<file path="src/rtl/b1_boc_gen.sv">
// B1-style BOC(1,1) signal generator: Gold-code chips, half-chip subcarrier and nav data
// modulate an 8-level carrier LUT driven by a 32-bit NCO.
module b1_boc_gen #(
    parameter int unsigned G2_TAP_A   = 1,
    parameter int unsigned G2_TAP_B   = 3,
    parameter int unsigned NAV_EPOCHS = 20
) (
    input  logic              rx_clk,
    input  logic              rx_rst,
    input  logic              tx_en,
    input  logic              tx_sync,
    input  logic [31:0]       tx_car_fcw,
    input  logic [31:0]       tx_prn_fcw,
    input  logic              tx_nav_bit,
    output logic signed [7:0] tx_src,
    output logic              tx_src_valid,
    output logic              tx_prn_sop,
    output logic              tx_nav_req,
    output logic              tx_chip
);

    localparam int unsigned EpochW = (NAV_EPOCHS > 1) ? $clog2(NAV_EPOCHS) : 1;
    localparam logic [EpochW-1:0] EpochLast = EpochW'(NAV_EPOCHS - 1);
    // Bit n-1 holds stage n; stage 1 first reads 01010101010.
    localparam logic [10:0] LfsrInit = 11'b010_1010_1010;
    localparam logic [10:0] ChipLast = 11'd2045;

    logic [31:0]       car_acc_q, car_acc_d;
    logic [31:0]       code_acc_q, code_acc_d;
    logic              sub_q, sub_d;
    logic [10:0]       g1_q, g1_d;
    logic [10:0]       g2_q, g2_d;
    logic [10:0]       chip_cnt_q, chip_cnt_d;
    logic [EpochW-1:0] epoch_cnt_q, epoch_cnt_d;
    logic              nav_q, nav_d;
    logic signed [7:0] tx_src_q, tx_src_d;
    logic              valid_q, valid_d;
    logic              sop_q, sop_d;
    logic              nav_req_q, nav_req_d;

    logic [32:0]       code_sum;
    logic              g1_fb, g2_fb, chip, sign_d;
    logic signed [7:0] lut_val;

    assign chip     = g1_q[10] ^ g2_q[G2_TAP_A-1] ^ g2_q[G2_TAP_B-1];
    assign g1_fb    = g1_q[0] ^ g1_q[6] ^ g1_q[7] ^ g1_q[8] ^ g1_q[9] ^ g1_q[10];
    assign g2_fb    = g2_q[0] ^ g2_q[1] ^ g2_q[2] ^ g2_q[3] ^ g2_q[4] ^ g2_q[7] ^ g2_q[8]
                    ^ g2_q[10];
    assign code_sum = {1'b0, code_acc_q} + {1'b0, tx_prn_fcw};
    assign sign_d   = chip ^ sub_q ^ nav_q;

    always_comb begin
        unique case (car_acc_q[31:29])
            3'd0:    lut_val = 8'sd64;
            3'd1:    lut_val = 8'sd45;
            3'd2:    lut_val = 8'sd0;
            3'd3:    lut_val = -8'sd45;
            3'd4:    lut_val = -8'sd64;
            3'd5:    lut_val = -8'sd45;
            3'd6:    lut_val = 8'sd0;
            3'd7:    lut_val = 8'sd45;
            default: lut_val = 8'sd0;
        endcase
    end

    always_comb begin
        car_acc_d   = car_acc_q;
        code_acc_d  = code_acc_q;
        sub_d       = sub_q;
        g1_d        = g1_q;
        g2_d        = g2_q;
        chip_cnt_d  = chip_cnt_q;
        epoch_cnt_d = epoch_cnt_q;
        nav_d       = nav_q;
        tx_src_d    = tx_src_q;
        valid_d     = tx_en;
        sop_d       = 1'b0;
        nav_req_d   = 1'b0;

        if (tx_en) begin
            car_acc_d  = car_acc_q + tx_car_fcw;
            code_acc_d = code_sum[31:0];
            tx_src_d   = sign_d ? (8'sd0 - lut_val) : lut_val;
            if (code_sum[32]) begin
                sub_d = ~sub_q;
                // Second half-chip closes the chip.
                if (sub_q) begin
                    if (chip_cnt_q == ChipLast) begin
                        chip_cnt_d = '0;
                        g1_d       = LfsrInit;
                        g2_d       = LfsrInit;
                        sop_d      = 1'b1;
                        if (epoch_cnt_q == EpochLast) begin
                            epoch_cnt_d = '0;
                            nav_d       = tx_nav_bit;
                            nav_req_d   = 1'b1;
                        end else begin
                            epoch_cnt_d = epoch_cnt_q + 1'b1;
                        end
                    end else begin
                        chip_cnt_d = chip_cnt_q + 11'd1;
                        g1_d       = {g1_q[9:0], g1_fb};
                        g2_d       = {g2_q[9:0], g2_fb};
                    end
                end
            end
        end

        // Restart overrides any wrap in the same cycle; carrier and nav keep running.
        if (tx_sync) begin
            code_acc_d  = '0;
            sub_d       = 1'b0;
            chip_cnt_d  = '0;
            epoch_cnt_d = '0;
            g1_d        = LfsrInit;
            g2_d        = LfsrInit;
            nav_d       = nav_q;
            sop_d       = 1'b1;
            nav_req_d   = 1'b0;
        end
    end

    always_ff @(posedge rx_clk or negedge rx_rst) begin
        if (!rx_rst) begin
            car_acc_q   <= '0;
            code_acc_q  <= '0;
            sub_q       <= 1'b0;
            g1_q        <= LfsrInit;
            g2_q        <= LfsrInit;
            chip_cnt_q  <= '0;
            epoch_cnt_q <= '0;
            nav_q       <= 1'b0;
            tx_src_q    <= '0;
            valid_q     <= 1'b0;
            sop_q       <= 1'b0;
            nav_req_q   <= 1'b0;
        end else begin
            car_acc_q   <= car_acc_d;
            code_acc_q  <= code_acc_d;
            sub_q       <= sub_d;
            g1_q        <= g1_d;
            g2_q        <= g2_d;
            chip_cnt_q  <= chip_cnt_d;
            epoch_cnt_q <= epoch_cnt_d;
            nav_q       <= nav_d;
            tx_src_q    <= tx_src_d;
            valid_q     <= valid_d;
            sop_q       <= sop_d;
            nav_req_q   <= nav_req_d;
        end
    end

    assign tx_src       = tx_src_q;
    assign tx_src_valid = valid_q;
    assign tx_prn_sop   = sop_q;
    assign tx_nav_req   = nav_req_q;
    assign tx_chip      = chip;

endmodule
</file>
<file path="config.mk">
export PLATFORM = sky130hd
export DESIGN_NAME = b1_boc_gen
export DESIGN_NICKNAME = d
export VERILOG_FILES = /design/src/rtl/b1_boc_gen.sv
export SDC_FILE = /design/constraint.sdc
export NUM_CORES = 1
export LEC_CHECK = 0
export ABC_CLOCK_PERIOD_IN_PS = 8600
export CAP_MARGIN = 20
export CORE_ASPECT_RATIO = 1.2
export CORE_UTILIZATION = 60
export CTS_CLUSTER_DIAMETER = 100
export DETAILED_ROUTE_END_ITERATION = 7
export MAX_ROUTING_LAYER = met4
export PLACE_DENSITY = 0.94
export SYNTH_ARGS = -nofsm -noshare
export SYNTH_HDL_FRONTEND = slang
export SYNTH_SLANG_ARGS = --single-unit
</file>
<file path="constraint.sdc">
create_clock -name rx_clk -period 8.6 [get_ports rx_clk]
set_input_delay 0.86 -clock rx_clk [delete_from_list [all_inputs] [get_ports rx_clk]]
set_output_delay 0.86 -clock rx_clk [all_outputs]
set_load 0.005 [all_outputs]
</file>
==> results of run 1 <==
==> power groups by stage <==
stage | registers (uW) | logic [uW] | clock network (uW)
finish | 740 | 1220 | 794
global route | 755 | 1370 | 822
CTS | 740 | 1210 | 800
detailed placement | 747 | 1180 | 0
global placement | 737 | 1130 | 0
floorplan | 727 | 935 | 0
==> flip-flops by register name (all words and copies together), names as in the netlist <==
signal	cells
chip_cnt_q	11
car_acc_q	32
tx_src	7
code_acc_q	32
nav_q	1
tx_src_valid	1
tx_nav_req	1
sub_q	1
g1_q	11
epoch_cnt_q	5
g2_q	11
tx_prn_sop	1
==> how the worst min path moves through the flow <==
stage | startpoint | endpoint | slack, ns | depth (start not counted)
global placement | chip_cnt_q[10] | chip_cnt_q[10] | 0.46 | 1
global route | rx_rst | car_acc_q[16] | 0.42 | 1
detailed placement | code_acc_q[31] | code_acc_q[31] | 0.48 | 2
finish | rx_rst | car_acc_q[16] | 0.39 | 1
CTS | rx_rst | car_acc_q[16] | 0.40 | 1
floorplan | chip_cnt_q[10] | chip_cnt_q[10] | 0.44 | 1
==> cell families after synthesis <==
kind of cell             count (synthesis)  share of synthesized area, %
multiplexers                            53                          7.14
AND/OR/NAND/NOR                        233                          14.0
XOR/XNOR                                72                          7.91
AO/OA/AOI/OAI                          252                          20.9
adder cells (fa/ha/maj)                 73                          11.6
flip-flops                             114                          35.9
buffers and inverters                   50                          2.48
==> through the flow <==
stage / std cells / setup WS [ns] / total power [uW] / area (sq um)
detailed placement: 1067 / 4.31 / 1930 / 8880
global placement: 1067 / 4.46 / 1870 / 8880
floorplan: 847 / 5.28 / 1660 / 7980
finish: 1100 / 4.50 / 2760 / 9570
CTS: 1099 / 4.53 / 2750 / 9540
global route: 1100 / 4.24 / 2940 / 9570
==> synthesized netlist by cell type (10+ instances only) <==
master	number	area, sq um
dfrtp_1	104	2600
nor2_1	88	330
a21oi_1	75	375
ha_1	71	888
xnor2_1	51	447
nand2_1	49	184
o21ai_0	48	240
mux2_2	31	349
inv_1	23	86.3
a21o_1	22	165
mux2i_1	22	220
xor2_1	21	184
clkbuf_1	17	63.8
nor2b_1	16	100
nand3_1	15	75.1
o21bai_1	12	90.1
a211oi_1	11	82.6
a22o_1	10	87.6
and3_1	10	62.6
dfstp_2	10	263
nand4_1	10	62.6
o22a_1	10	87.6
==> routing by layer <==
| layer | vias to the layer above | GRT usage (%) | wire length, um |
|---|---|---|---|
| li1 | 3264 | - | - |
| met1 | 3347 | 36.3 | 8030 |
| met2 | 258 | 49.2 | 9380 |
| met3 | 86 | 5.08 | 927 |
| met4 | 0 | 15.7 | 788 |
| met5 | - | - | 0 |
==> area by class of cell <==
type                       count  area (sq um)  share of cell area, %
clock buffer                  23           488                   5.10
clock inverter                 9           175                   1.83
inverter                      24          90.1                  0.941
multi-input combinational    683          4910                   51.3
sequential                   114          2870                   29.9
tap                          164           205                   2.14
timing repair buffer          83           833                   8.71
==> critical path, stage by stage <==
cell             delay (ns)
clkdlybuf4s50_1        0.40
ha_1                   0.25
fa_1                   0.45
a211oi_1               0.36
o21bai_1               0.19
o21ai_1                0.24
a311oi_2               0.16
o2111ai_2              0.26
a21oi_4                0.17
nor2_1                 0.71
a21oi_1                0.10
o21ai_0                0.25
==> placed cells by master (no fill, tap or decap), drive strengths merged, types with 11 or more instances in the layout <==
| cell | instances |
|---|---|
| clkdlybuf4s50 | 77 |
| o21ai | 49 |
| mux2 | 31 |
| ha | 71 |
| xnor2 | 51 |
| a21o | 22 |
| a21oi | 76 |
| dfrtp | 104 |
| nor2 | 88 |
| xor2 | 21 |
| o21bai | 12 |
| nor2b | 16 |
| a211oi | 11 |
| clkbuf | 23 |
| nand3 | 15 |
| inv | 24 |
| nand2 | 49 |
| mux2i | 22 |
==> results.json, run 1 <==
{
  "overflow": 0,
  "p_sw_uw": 966,
  "grt_pass1_vias": 6850,
  "async_flop_share_pct": 100,
  "cts.sinks": 114,
  "end_kind": "flip-flop",
  "timing.setup.tns_ns": 0,
  "drive_gt1_share_pct": 9.51,
  "vias": 6955,
  "yosysWarnings": 0,
  "leakage_uw": 0.00429,
  "maxCapViolCount": 0,
  "cp.required_ns": 8.91,
  "seq_area_frac_synth_pct": 35.9,
  "die_width_um": 107,
  "synth.distinct_cells": 71,
  "cts_tree": "done",
  "combPwrFrac_pct": 44.4,
  "r2r.worst_path.cells": 11,
  "crit_fanout": 18,
  "final_nets": 1065,
  "grt_pass1_wl_um": 31800,
  "min_path_type": "primary input to async pin",
  "synth-edff-count": 0,
  "r2r_setup_slack_ns": 4.98,
  "drt-initial-drc-count": 488,
  "antenna_found_initial": 0,
  "gp_congestion": 0.866,
  "drtAntennaViolNets": 0,
  "timing.rr.end": "g2_q[0]",
  "cts_resized": 0,
  "clk_latency_ns": 0.42,
  "max_slew_margin_pct": 32.1,
  "ys_ff_latch": 114,
  "fill_cells": 815,
  "p_clk_share_pct": 28.8,
  "synth_area_per_cell_sq_um": 9.42,
  "dr.pass1.iters": 6,
  "postCtsSetupBuffers": 0,
  "critical_path_arrival_ns": 4.42,
  "p_seq_share_pct": 26.8,
  "cts_buffers": 17,
  "placementRows": 45,
  "viasPerCell": 6.32,
  "worst_pin_slew_ns": 1.02,
  "start_util_pct": 62.4,
  "r2r_start": "code_acc_q[0]",
  "critPathKind": "primary input to flip-flop",
  "holdBufCountCts": 0,
  "syn_nets": 989,
  "drc": 0,
  "fmax_ghz": 0.244,
  "crit_path_end": "g2_q[0]",
  "num_antenna_cells": 0,
  "fin_util_pct": 74.9,
  "htreeDepth": 4,
  "core_area_sq_um": 12800,
  "fin_skew_ns": 0.00680,
  "ioPinCount": 81,
  "clockBufferDepth": 2,
  "hpwl_um": 12500,
  "p_int_uw": 1790,
  "grt_usage_pct": 30.3,
  "power_switching_share_pct": 35.0,
  "drt-wirelength-per-cell_um": 17.4,
  "io_buffers": 80,
  "syn_inst": 847,
  "grt_max_degree": 82,
  "die_area_sq_um": 13800,
  "peakVddDrop_v": 0.000216,
  "finalMaxSlewViolations": 0,
  "die-height_um": 128,
  "cp-startpoint": "tx_prn_fcw[0]",
  "powerDensity_nw_per_um2": 288,
  "fin_crit_ns": 4.10,
  "rsz0062_at_grt": "no",
  "status": "complete, no violations",
  "clockRootBuffer": "clkbuf_16",
  "area_growth_pct": 20.0,
  "synthFlopType": "dfrtp_1",
  "syn_area_sq_um": 7980,
  "cts.clk_slew.worst_paths_ns": 0.06,
  "period_share_pct": 47.7,
  "wl_um": 19100,
  "setup_viol": 0,
  "finalHoldViolCount": 0,
  "crit_path_start_kind": "primary input",
  "hold-worst-slack_ns": 0.393
}
No activity file was read; power rests on OpenSTA's default activity.
==> run 2, diff against run 1 <==
==> config.mk (replaced) <==
export PLATFORM = sky130hd
export DESIGN_NAME = b1_boc_gen
export DESIGN_NICKNAME = d
export VERILOG_FILES = /design/src/rtl/b1_boc_gen.sv
export SDC_FILE = /design/constraint.sdc
export NUM_CORES = 1
export LEC_CHECK = 0
export ABC_CLOCK_PERIOD_IN_PS = 3800
export CAP_MARGIN = 20
export CORE_ASPECT_RATIO = 1.2
export CORE_UTILIZATION = 58
export CTS_CLUSTER_DIAMETER = 100
export DETAILED_ROUTE_END_ITERATION = 7
export MAX_ROUTING_LAYER = met4
export PLACE_DENSITY = 0.91
export SYNTH_ARGS = -nofsm -noshare
export SYNTH_HDL_FRONTEND = slang
export SYNTH_SLANG_ARGS = --single-unit
==> constraint.sdc (replaced) <==
create_clock -name rx_clk -period 3.8 [get_ports rx_clk]
set_input_delay 0.38 -clock rx_clk [delete_from_list [all_inputs] [get_ports rx_clk]]
set_output_delay 0.38 -clock rx_clk [all_outputs]
set_load 0.005 [all_outputs]
==> run 2 against run 1 <==
Compared with the run above: non-clock buffer count is 6 higher; worst hold slack worse by 0.32 ns; clock-buffer cell count is 6 lower; sequential share of layout area is 0.18 points higher; largest cell class unchanged; highest routed layer unchanged.
==> results.json, run 2 (synthesized netlist as in run 1, its figures left out) <==
{
  "status": "complete, no violations",
  "viasPerCell": 6.10,
  "drtAntennaViolNets": 0,
  "clockRootBuffer": "clkbuf_16",
  "setup_viol": 0,
  "drc": 0,
  "finalHoldViolCount": 0,
  "grt_usage_pct": 28.9,
  "fin_util_pct": 71.6,
  "peakVddDrop_v": 0.000430,
  "cts.clk_slew.worst_paths_ns": 0.06,
  "place_area_sq_um": 8950,
  "r2r_start": "code_acc_q[0]",
  "pre_cts_slack_ns": 0.00357,
  "grt_pass1_wl_um": 31100,
  "cts_resized": 0,
  "hpwl_um": 12800,
  "fin_ws_ns": 0.416,
  "crit_path_start_kind": "flip-flop",
  "period_share_pct": 89.1,
  "min_path_type": "primary input to async pin",
  "placementRows": 46,
  "timing.setup.tns_ns": 0,
  "mostFrequentLayoutCell": "dfrtp_1",
  "cts_tree": "done",
  "postCtsSetupBuffers": 0,
  "vias": 6769,
  "cp.required_ns": 4.14,
  "grt_pass1_vias": 6829,
  "clk_latency_ns": 0.43,
  "die_area_sq_um": 14200,
  "core_area_sq_um": 13300,
  "grt_max_degree": 67,
  "holdBufCountCts": 0,
  "htreeDepth": 4,
  "num_antenna_cells": 0,
  "top_regs": "car_acc_q: 32 flops, code_acc_q: 32 flops",
  "die_width_um": 109,
  "fin_cells": 1110,
  "overflow": 0,
  "cts_buffers": 17,
  "end_kind": "flip-flop",
  "area_growth_pct": 19.3,
  "die-height_um": 130,
  "crit_fanout": 13,
  "final_nets": 1071,
  "drive_gt1_share_pct": 10.3,
  "fin_crit_ns": 3.38,
  "critical_path_arrival_ns": 3.72,
  "critPathKind": "flip-flop to flip-flop",
  "design_area_sq_um": 9510,
  "antenna_found_initial": 0,
  "maxCapViolCount": 0,
  "io_buffers": 80,
  "leakage_uw": 0.00425,
  "powerDensity_nw_per_um2": 625,
  "gp_congestion": 0.906,
  "r2r.worst_path.cells": 11,
  "cts.sinks": 114,
  "dr.pass1.iters": 5,
  "r2r_setup_slack_ns": 0.42,
  "fin_skew_ns": 0.00774,
  "finalMaxSlewViolations": 0,
  "worst_pin_slew_ns": 0.921,
  "ioPinCount": 81,
  "drt-initial-drc-count": 452,
  "rsz0062_at_grt": "no",
  "fmax_ghz": 0.295,
  "drt-wirelength-per-cell_um": 16.6,
  "dp.cells": 1078,
  "start_util_pct": 60.0,
  "clockBufferDepth": 2,
  "max_slew_margin_pct": 38.4,
  "wl_um": 18400,
  "timing.rr.end": "g2_q[0]",
  "final_cell_mix": "104 x dfrtp_1, 88 x nor2_1, 77 x clkdlybuf4s50_1"
}
run 2: metal layers:
layer	vias to the layer above	wire [um]	track usage, %
li1	3272	-	-
met1	3233	7960	35.1
met2	216	9140	46.7
met3	48	847	5.21
met4	0	481	13.1
met5	-	0	-
run 2: critical path, stage by stage, from the launching register on:
cell and delay [ns]:
dfrtp_1 0.38, ha_1 0.23, fa_1 0.44, a211oi_1 0.31, o21bai_1 0.17, o21ai_1 0.21, a311oi_2 0.16, o2111ai_2 0.27
a21oi_4 0.15, nor2_1 0.72, a21oi_1 0.07, o21ai_0 0.20
run 2: metrics by stage:
stage | power (uW) | hold slack (ns)
2_1_floorplan | 3760 | 0.0844
3_3_place_gp | 4260 | 0.464
3_5_place_dp | 4390 | 0.473
4_1_cts | 5950 | 0.101
5_1_grt | 6380 | 0.154
6_report | 5950 | 0.0779
run 2: final cells by class:
type / instances / area (sq um)
Timing Repair Buffer: 89 / 871
Clock inverter: 15 / 139
Multi-Input combinational cell: 683 / 4910
Inverter: 24 / 90.1
Tap cell: 168 / 210
Sequential cell: 114 / 2870
Fill cell: 943 / 3780
Clock buffer: 17 / 425
run 2: worst max-delay path by stage:
stage	startpoint	to	slack (ns)	cells past startpoint
2_1_floorplan	tx_prn_fcw[0]	chip_cnt_q[8]	0.96	12
3_3_place_gp	tx_prn_fcw[0]	g2_q[0]	0.17	12
3_5_place_dp	tx_prn_fcw[0]	g2_q[0]	0.004	12
4_1_cts	code_acc_q[0]	g2_q[0]	0.45	11
5_1_grt	code_acc_q[0]	g2_q[0]	0.13	11
6_report	code_acc_q[0]	g2_q[0]	0.42	11
run 2: power breakdown:
| part | total (uW) | switching (uW) | internal, uW |
|---|---|---|---|
| combinational | 2760 | 1430 | 1330 |
| clock | 1510 | 614 | 899 |
| sequential | 1670 | 174 | 1500 |
==> run 3, diff against run 2 <==
--- a/config.mk
+++ b/config.mk
@@ -8,11 +8,11 @@
 export ABC_CLOCK_PERIOD_IN_PS = 3800
 export CAP_MARGIN = 20
 export CORE_ASPECT_RATIO = 1.2
-export CORE_UTILIZATION = 58
+export CORE_UTILIZATION = 51
 export CTS_CLUSTER_DIAMETER = 100
 export DETAILED_ROUTE_END_ITERATION = 7
 export MAX_ROUTING_LAYER = met4
-export PLACE_DENSITY = 0.91
+export PLACE_DENSITY = 0.83
 export SYNTH_ARGS = -nofsm -noshare
 export SYNTH_HDL_FRONTEND = slang
 export SYNTH_SLANG_ARGS = --single-unit
==> run 3 against run 2 <==
Compared with the run above: worst hold slack got worse by 0.059 ns; die area rose by 13%; utilization fell by 7.9 points; sequential share of layout area fell by 0.41 points; global-route usage fell by 3.9 points; combinational power barely moved; clock-buffer cell count rose by 2; via count fell by 2.0%; largest cell class unchanged; highest routed layer unchanged.
==> results.json, run 3 (synthesized netlist as in run 1, its figures left out) <==
{
  "clk_latency_ns": 0.42,
  "fin_skew_ns": 0.00771,
  "htreeDepth": 4,
  "drt-initial-drc-count": 458,
  "die-height_um": 139,
  "fmax_ghz": 0.305,
  "leakage_uw": 0.00431,
  "period_share_pct": 86.3,
  "vias": 6635,
  "hpwl_um": 12800,
  "timing.setup.tns_ns": 0,
  "grt_max_degree": 59,
  "worst_pin_slew_ns": 0.877,
  "grt_pass1_vias": 6654,
  "drtAntennaViolNets": 0,
  "wl_um": 18200,
  "placementRows": 49,
  "area_growth_pct": 20.9,
  "final_nets": 1071,
  "cts.sinks": 114,
  "maxCapViolCount": 0,
  "start_util_pct": 52.7,
  "clockRootBuffer": "clkbuf_16",
  "grt_usage_pct": 25.0,
  "finalMaxSlewViolations": 0,
  "cp.required_ns": 4.16,
  "grt_pass1_wl_um": 31000,
  "powerDensity_nw_per_um2": 642,
  "r2r_setup_slack_ns": 0.54,
  "cts_resized": 0,
  "setup_viol": 0,
  "gp_congestion": 0.887,
  "final_cell_mix": "104 x dfrtp_1, 88 x nor2_1, 77 x clkdlybuf4s50_1",
  "rsz0062_at_grt": "no",
  "top_regs": "car_acc_q: 32 flops, code_acc_q: 32 flops",
  "crit_fanout": 13,
  "die_area_sq_um": 16100,
  "peakVddDrop_v": 0.000275,
  "antenna_found_initial": 0,
  "fin_crit_ns": 3.28,
  "cts.clk_slew.worst_paths_ns": 0.05,
  "dr.pass1.iters": 5,
  "overflow": 0,
  "max_slew_margin_pct": 41.5,
  "critical_path_arrival_ns": 3.64,
  "cts_buffers": 17,
  "num_antenna_cells": 0,
  "crit_path_start_kind": "primary input",
  "status": "complete, no violations",
  "drive_gt1_share_pct": 10.2,
  "die_width_um": 116,
  "core_area_sq_um": 15100,
  "viasPerCell": 5.79,
  "power_uw": 6190,
  "io_buffers": 80,
  "drt-wirelength-per-cell_um": 15.8,
  "critPathKind": "primary input to flip-flop",
  "holdBufCountCts": 0,
  "min_path_type": "primary input to async pin",
  "drc": 0,
  "clockBufferDepth": 2,
  "ioPinCount": 81,
  "postCtsSetupBuffers": 0,
  "cts_tree": "done",
  "mostFrequentLayoutCell": "dfrtp_1",
  "end_kind": "flip-flop",
  "finalHoldViolCount": 0
}
[run 3: per-stage QoR]
step / instances / utilization [%] / cell area [sq um] / setup slack [ns] / hold slack (ns)
floorplan: 847 / - / 7980 / 0.964 / 0.0844
global placement: 1114 / 59.4 / 8990 / 0.158 / 0.462
detailed placement: 1114 / 59.4 / 8990 / 0.0812 / 0.472
CTS: 1146 / 63.7 / 9640 / 0.515 / 0.0672
global route: 1146 / 63.7 / 9640 / 0.129 / 0.0968
finish: 1146 / 63.7 / 9640 / 0.519 / 0.0187
[run 3: final timing paths]
check                                 endpoint            from  cells past startpoint
worst max-delay path                   g1_q[4]   tx_prn_fcw[0]                     11
worst min-delay path             car_acc_q[15]          rx_rst                      1
worst max register to register         g1_q[4]   code_acc_q[0]                     10
worst min register to register  code_acc_q[30]  code_acc_q[30]                      1
max in group asynchronous              g2_q[5]          rx_rst                      2
min in group rx_clk              chip_cnt_q[3]         tx_sync                      2
[run 3: power by group]
| group | total [uW] | switching [uW] | internal (uW) |
|---|---|---|---|
| Sequential | 1670 | 175 | 1500 |
| Clock | 1770 | 591 | 1180 |
| Combinational | 2740 | 1410 | 1340 |
| Total | 6190 | 2170 | 4020 |
[run 3: cell type report]
cell class | instances | area [sq um]
clock inverters | 13 | 208
fillers | 1225 | 5500
flip-flops and latches | 114 | 2870
multi-input cells | 683 | 4910
inverters | 24 | 90.1
repair buffers | 89 | 871
well taps | 204 | 255
clock buffers | 19 | 443
[run 3: worst max-delay path, cell delays in order]
cell and delay, ns:
clkdlybuf4s50_1 0.41, ha_1 0.24, fa_1 0.44, a211oi_1 0.29, o21bai_1 0.16, o21ai_1 0.22, a311oi_2 0.16, o2111ai_2 0.28
a21oi_4 0.14, nor2_1 0.64, a22o_1 0.26
[run 3: metal layers]
layer	wire (um)	share of wire (%)	track usage [%]	vias up
met1	8150	45	31.1	3186
li1	-	-	-	3259
met5	0	0	-	-
met4	470	2.6	10.3	0
met2	8840	49	39.8	152
met3	698	3.8	4.33	38
==> variant (flow settings as in run 2) <==
Compare `chip_cnt_q` against `ChipLast` with >= in place of ==.
--- a/src/rtl/b1_boc_gen.sv
+++ b/src/rtl/b1_boc_gen.sv
@@ -85,7 +85,7 @@
                 sub_d = ~sub_q;
                 // Second half-chip closes the chip.
                 if (sub_q) begin
-                    if (chip_cnt_q == ChipLast) begin
+                    if (chip_cnt_q >= ChipLast) begin
                         chip_cnt_d = '0;
                         g1_d       = LfsrInit;
                         g2_d       = LfsrInit;
Check against the original RTL: no difference found for any inputs over 4 cycles, from zero or initial values and one cycle with rx_rst low; that may be too few to reach the edited logic, so the function may still have changed.
==> variant against run 2 <==
  * Wire length is 2.4% lower
  * Synthesized area up 1.4%
  * Sequential cell count did not move
  * Hold slack improved by 0.17 ns
  * Sequential share of layout area is 0.43 points lower
  * Power up 8.1%
  * Cell area grew 1.5%
  * Worst setup slack gained 0.27 ns
  * Global-route usage down 1.4 points
  * Synthesized cell count shrank 3.2%
  * Largest cell class unchanged
==> variant: results (changes against run 2) <==
\begin{tabular}{lr}
\hline
Metric & Value \\
\hline
\multicolumn{2}{l}{\textbf{Cells and area}} \\
Ant. Diodes & 0 (unchanged) \\
Net count reported at finish & 1036 (-3.3\%) \\
Layout fillers & 969 (+2.8\%) \\
Proportion of layout cells with a drive suffix above 1 & 12.1\% (+1.8 points) \\
\multicolumn{2}{l}{\textbf{Global route}} \\
Global-route wire length before repair & 30400 µm (-2.2\%) \\
Total track usage & 27.4\% (-1.4 points) \\
Vias in the first global route & 6724 (-1.5\%) \\
Pin count of the biggest net entering global routing & 78 (+16\%) \\
\multicolumn{2}{l}{\textbf{Timing}} \\
Worst setup skew after layout & 0.00964 ns (+0.00190 ns) \\
Number of hold violations in the final report & 0 (unchanged) \\
Minimum clock period after layout & 3.12 ns (-0.267 ns) \\
Transition at the pin with the smallest max-transition slack & 0.953 ns (+0.0322 ns) \\
Hold Slack & 0.248 ns (+0.170 ns) \\
\multicolumn{2}{l}{\textbf{Min path}} \\
Class of the worst hold path & primary input to flip-flop \\
Hold Crit Depth & 1 \\
\multicolumn{2}{l}{\textbf{Clock tree}} \\
Later-pin clock latency in the skew report & 0.42 ns \\
Post-cts sizing count & 0 (unchanged) \\
\multicolumn{2}{l}{\textbf{Drt}} \\
Drt first-iter violations & 349 (-23\%) \\
Wire length per cell after detailed routing & 16.7 µm (+0.75\%) \\
Vias after detailed routing & 6518 (-3.7\%) \\
Drt first pass iters & 4 (-1) \\
\multicolumn{2}{l}{\textbf{Critical path}} \\
R2r worst-path depth & 11 (unchanged) \\
Worst Path Arrival & 3.41 ns (-0.31 ns) \\
Setup slack of the most critical reg-to-reg path & 0.68 ns (+0.27 ns) \\
Largest fanout on the critical path & 15 (+2) \\
\multicolumn{2}{l}{\textbf{Place}} \\
Detailed Place HPWL & 12500 µm (-2.7\%) \\
RePlAce Congestion & 0.937 (+3.4\%) \\
Placed cell areas & 8940 µm² (about the same) \\
\multicolumn{2}{l}{\textbf{Synth}} \\
Unique masters post-synth & 78 (+9.9\%) \\
Post-synthesis sequential area ratio & 35.4\% (-0.48 points) \\
Commonest cells post-synth & dfrtp\_1, ha\_1, nor2\_1 \\
Biggest area contributors in the synthesized netlist & dfrtp\_1, ha\_1, xnor2\_1, mux2\_2, a21oi\_1 \\
Net count after synthesis & 962 (-2.7\%) \\
\multicolumn{2}{l}{\textbf{Power and ir drop}} \\
Net switching component of the power & 2.26 mW (+1.8\%) \\
Leakage power total & 4.44 nW (+4.4\%) \\
Worst voltage drop across the vdd grid & 0.469 mV (+9.2\%) \\
\multicolumn{2}{l}{\textbf{Run status}} \\
Run status & completed \\
\hline
\end{tabular}
## variant: worst max path at each step
stage                                           from                        end  depth (start not counted)
after floorplan                        tx_car_fcw[0]  car_acc_q[28]$_DFFE_PN0P_                         11
after global placement                 tx_prn_fcw[0]        g2_q[0]$_DFFE_PN0P_                         12
after detailed placement               tx_prn_fcw[0]        g2_q[0]$_DFFE_PN0P_                         12
after CTS                  code_acc_q[0]$_DFFE_PN0P_        g2_q[0]$_DFFE_PN0P_                         11
after global routing      code_acc_q[13]$_DFFE_PN0P_        g2_q[0]$_DFFE_PN0P_                         10
final                      code_acc_q[0]$_DFFE_PN0P_        g2_q[0]$_DFFE_PN0P_                         11
## variant: metal layers
layer | GRT usage (%) | up-vias | wire [µm]
met3 | 5.46 | 37 | 779
li1 | - | 3161 | -
met4 | 9.70 | 0 | 367
met2 | 46.8 | 170 | 9250
met1 | 31.6 | 3150 | 7580
met5 | - | - | 0
## variant: through the flow
step | std cells | setup WS, ns
3_3_place_gp | 1041 | 0.385
4_1_cts | 1073 | 0.661
2_1_floorplan | 820 | 1.03
3_5_place_dp | 1041 | 0.304
5_1_grt | 1075 | 0.504
6_report | 1075 | 0.683
## variant: worst max-delay path: stages (launching register included)
cell      delay (ns)
dfrtp_1         0.39
ha_1            0.23
fa_1            0.41
a21o_1          0.17
a21o_1          0.21
a211oi_2        0.33
o21ai_1         0.20
o211ai_2        0.26
a21oi_4         0.16
nand2_1         0.38
or3_1           0.18
o21ai_0         0.09
## variant: power by group through the flow
stage                     combinational [mW]  sequential, mW  clock, mW
after global routing                    3.26            1.72       1.90
after CTS                               2.91            1.68       1.85
final                                   2.93            1.68       1.82
after floorplan                         2.27            1.65          0
after detailed placement                2.87            1.70          0
after global placement                  2.79            1.68          0
## variant: cells by family after synthesis
family | Yosys count | share of synthesized area (%)
adders and majority gates | 73 | 11.5
xor gates and xnor gates | 77 | 8.34
DFF | 114 | 35.4
AOI/OAI and AO/OA | 249 | 21.7
buffers and inverters | 52 | 3.08
and+or+nand+nor | 199 | 12.6
muxes | 56 | 7.44
## variant: final cells by class
| type | count | area share (%) |
|---|---|---|
| tap | 168 | 2.18 |
| timing repair buffer | 86 | 8.89 |
| clock inverter | 11 | 2.16 |
| multi-input combinational | 654 | 51.5 |
| clock buffer | 21 | 4.77 |
| sequential | 114 | 29.7 |
| inverter | 21 | 0.817 |
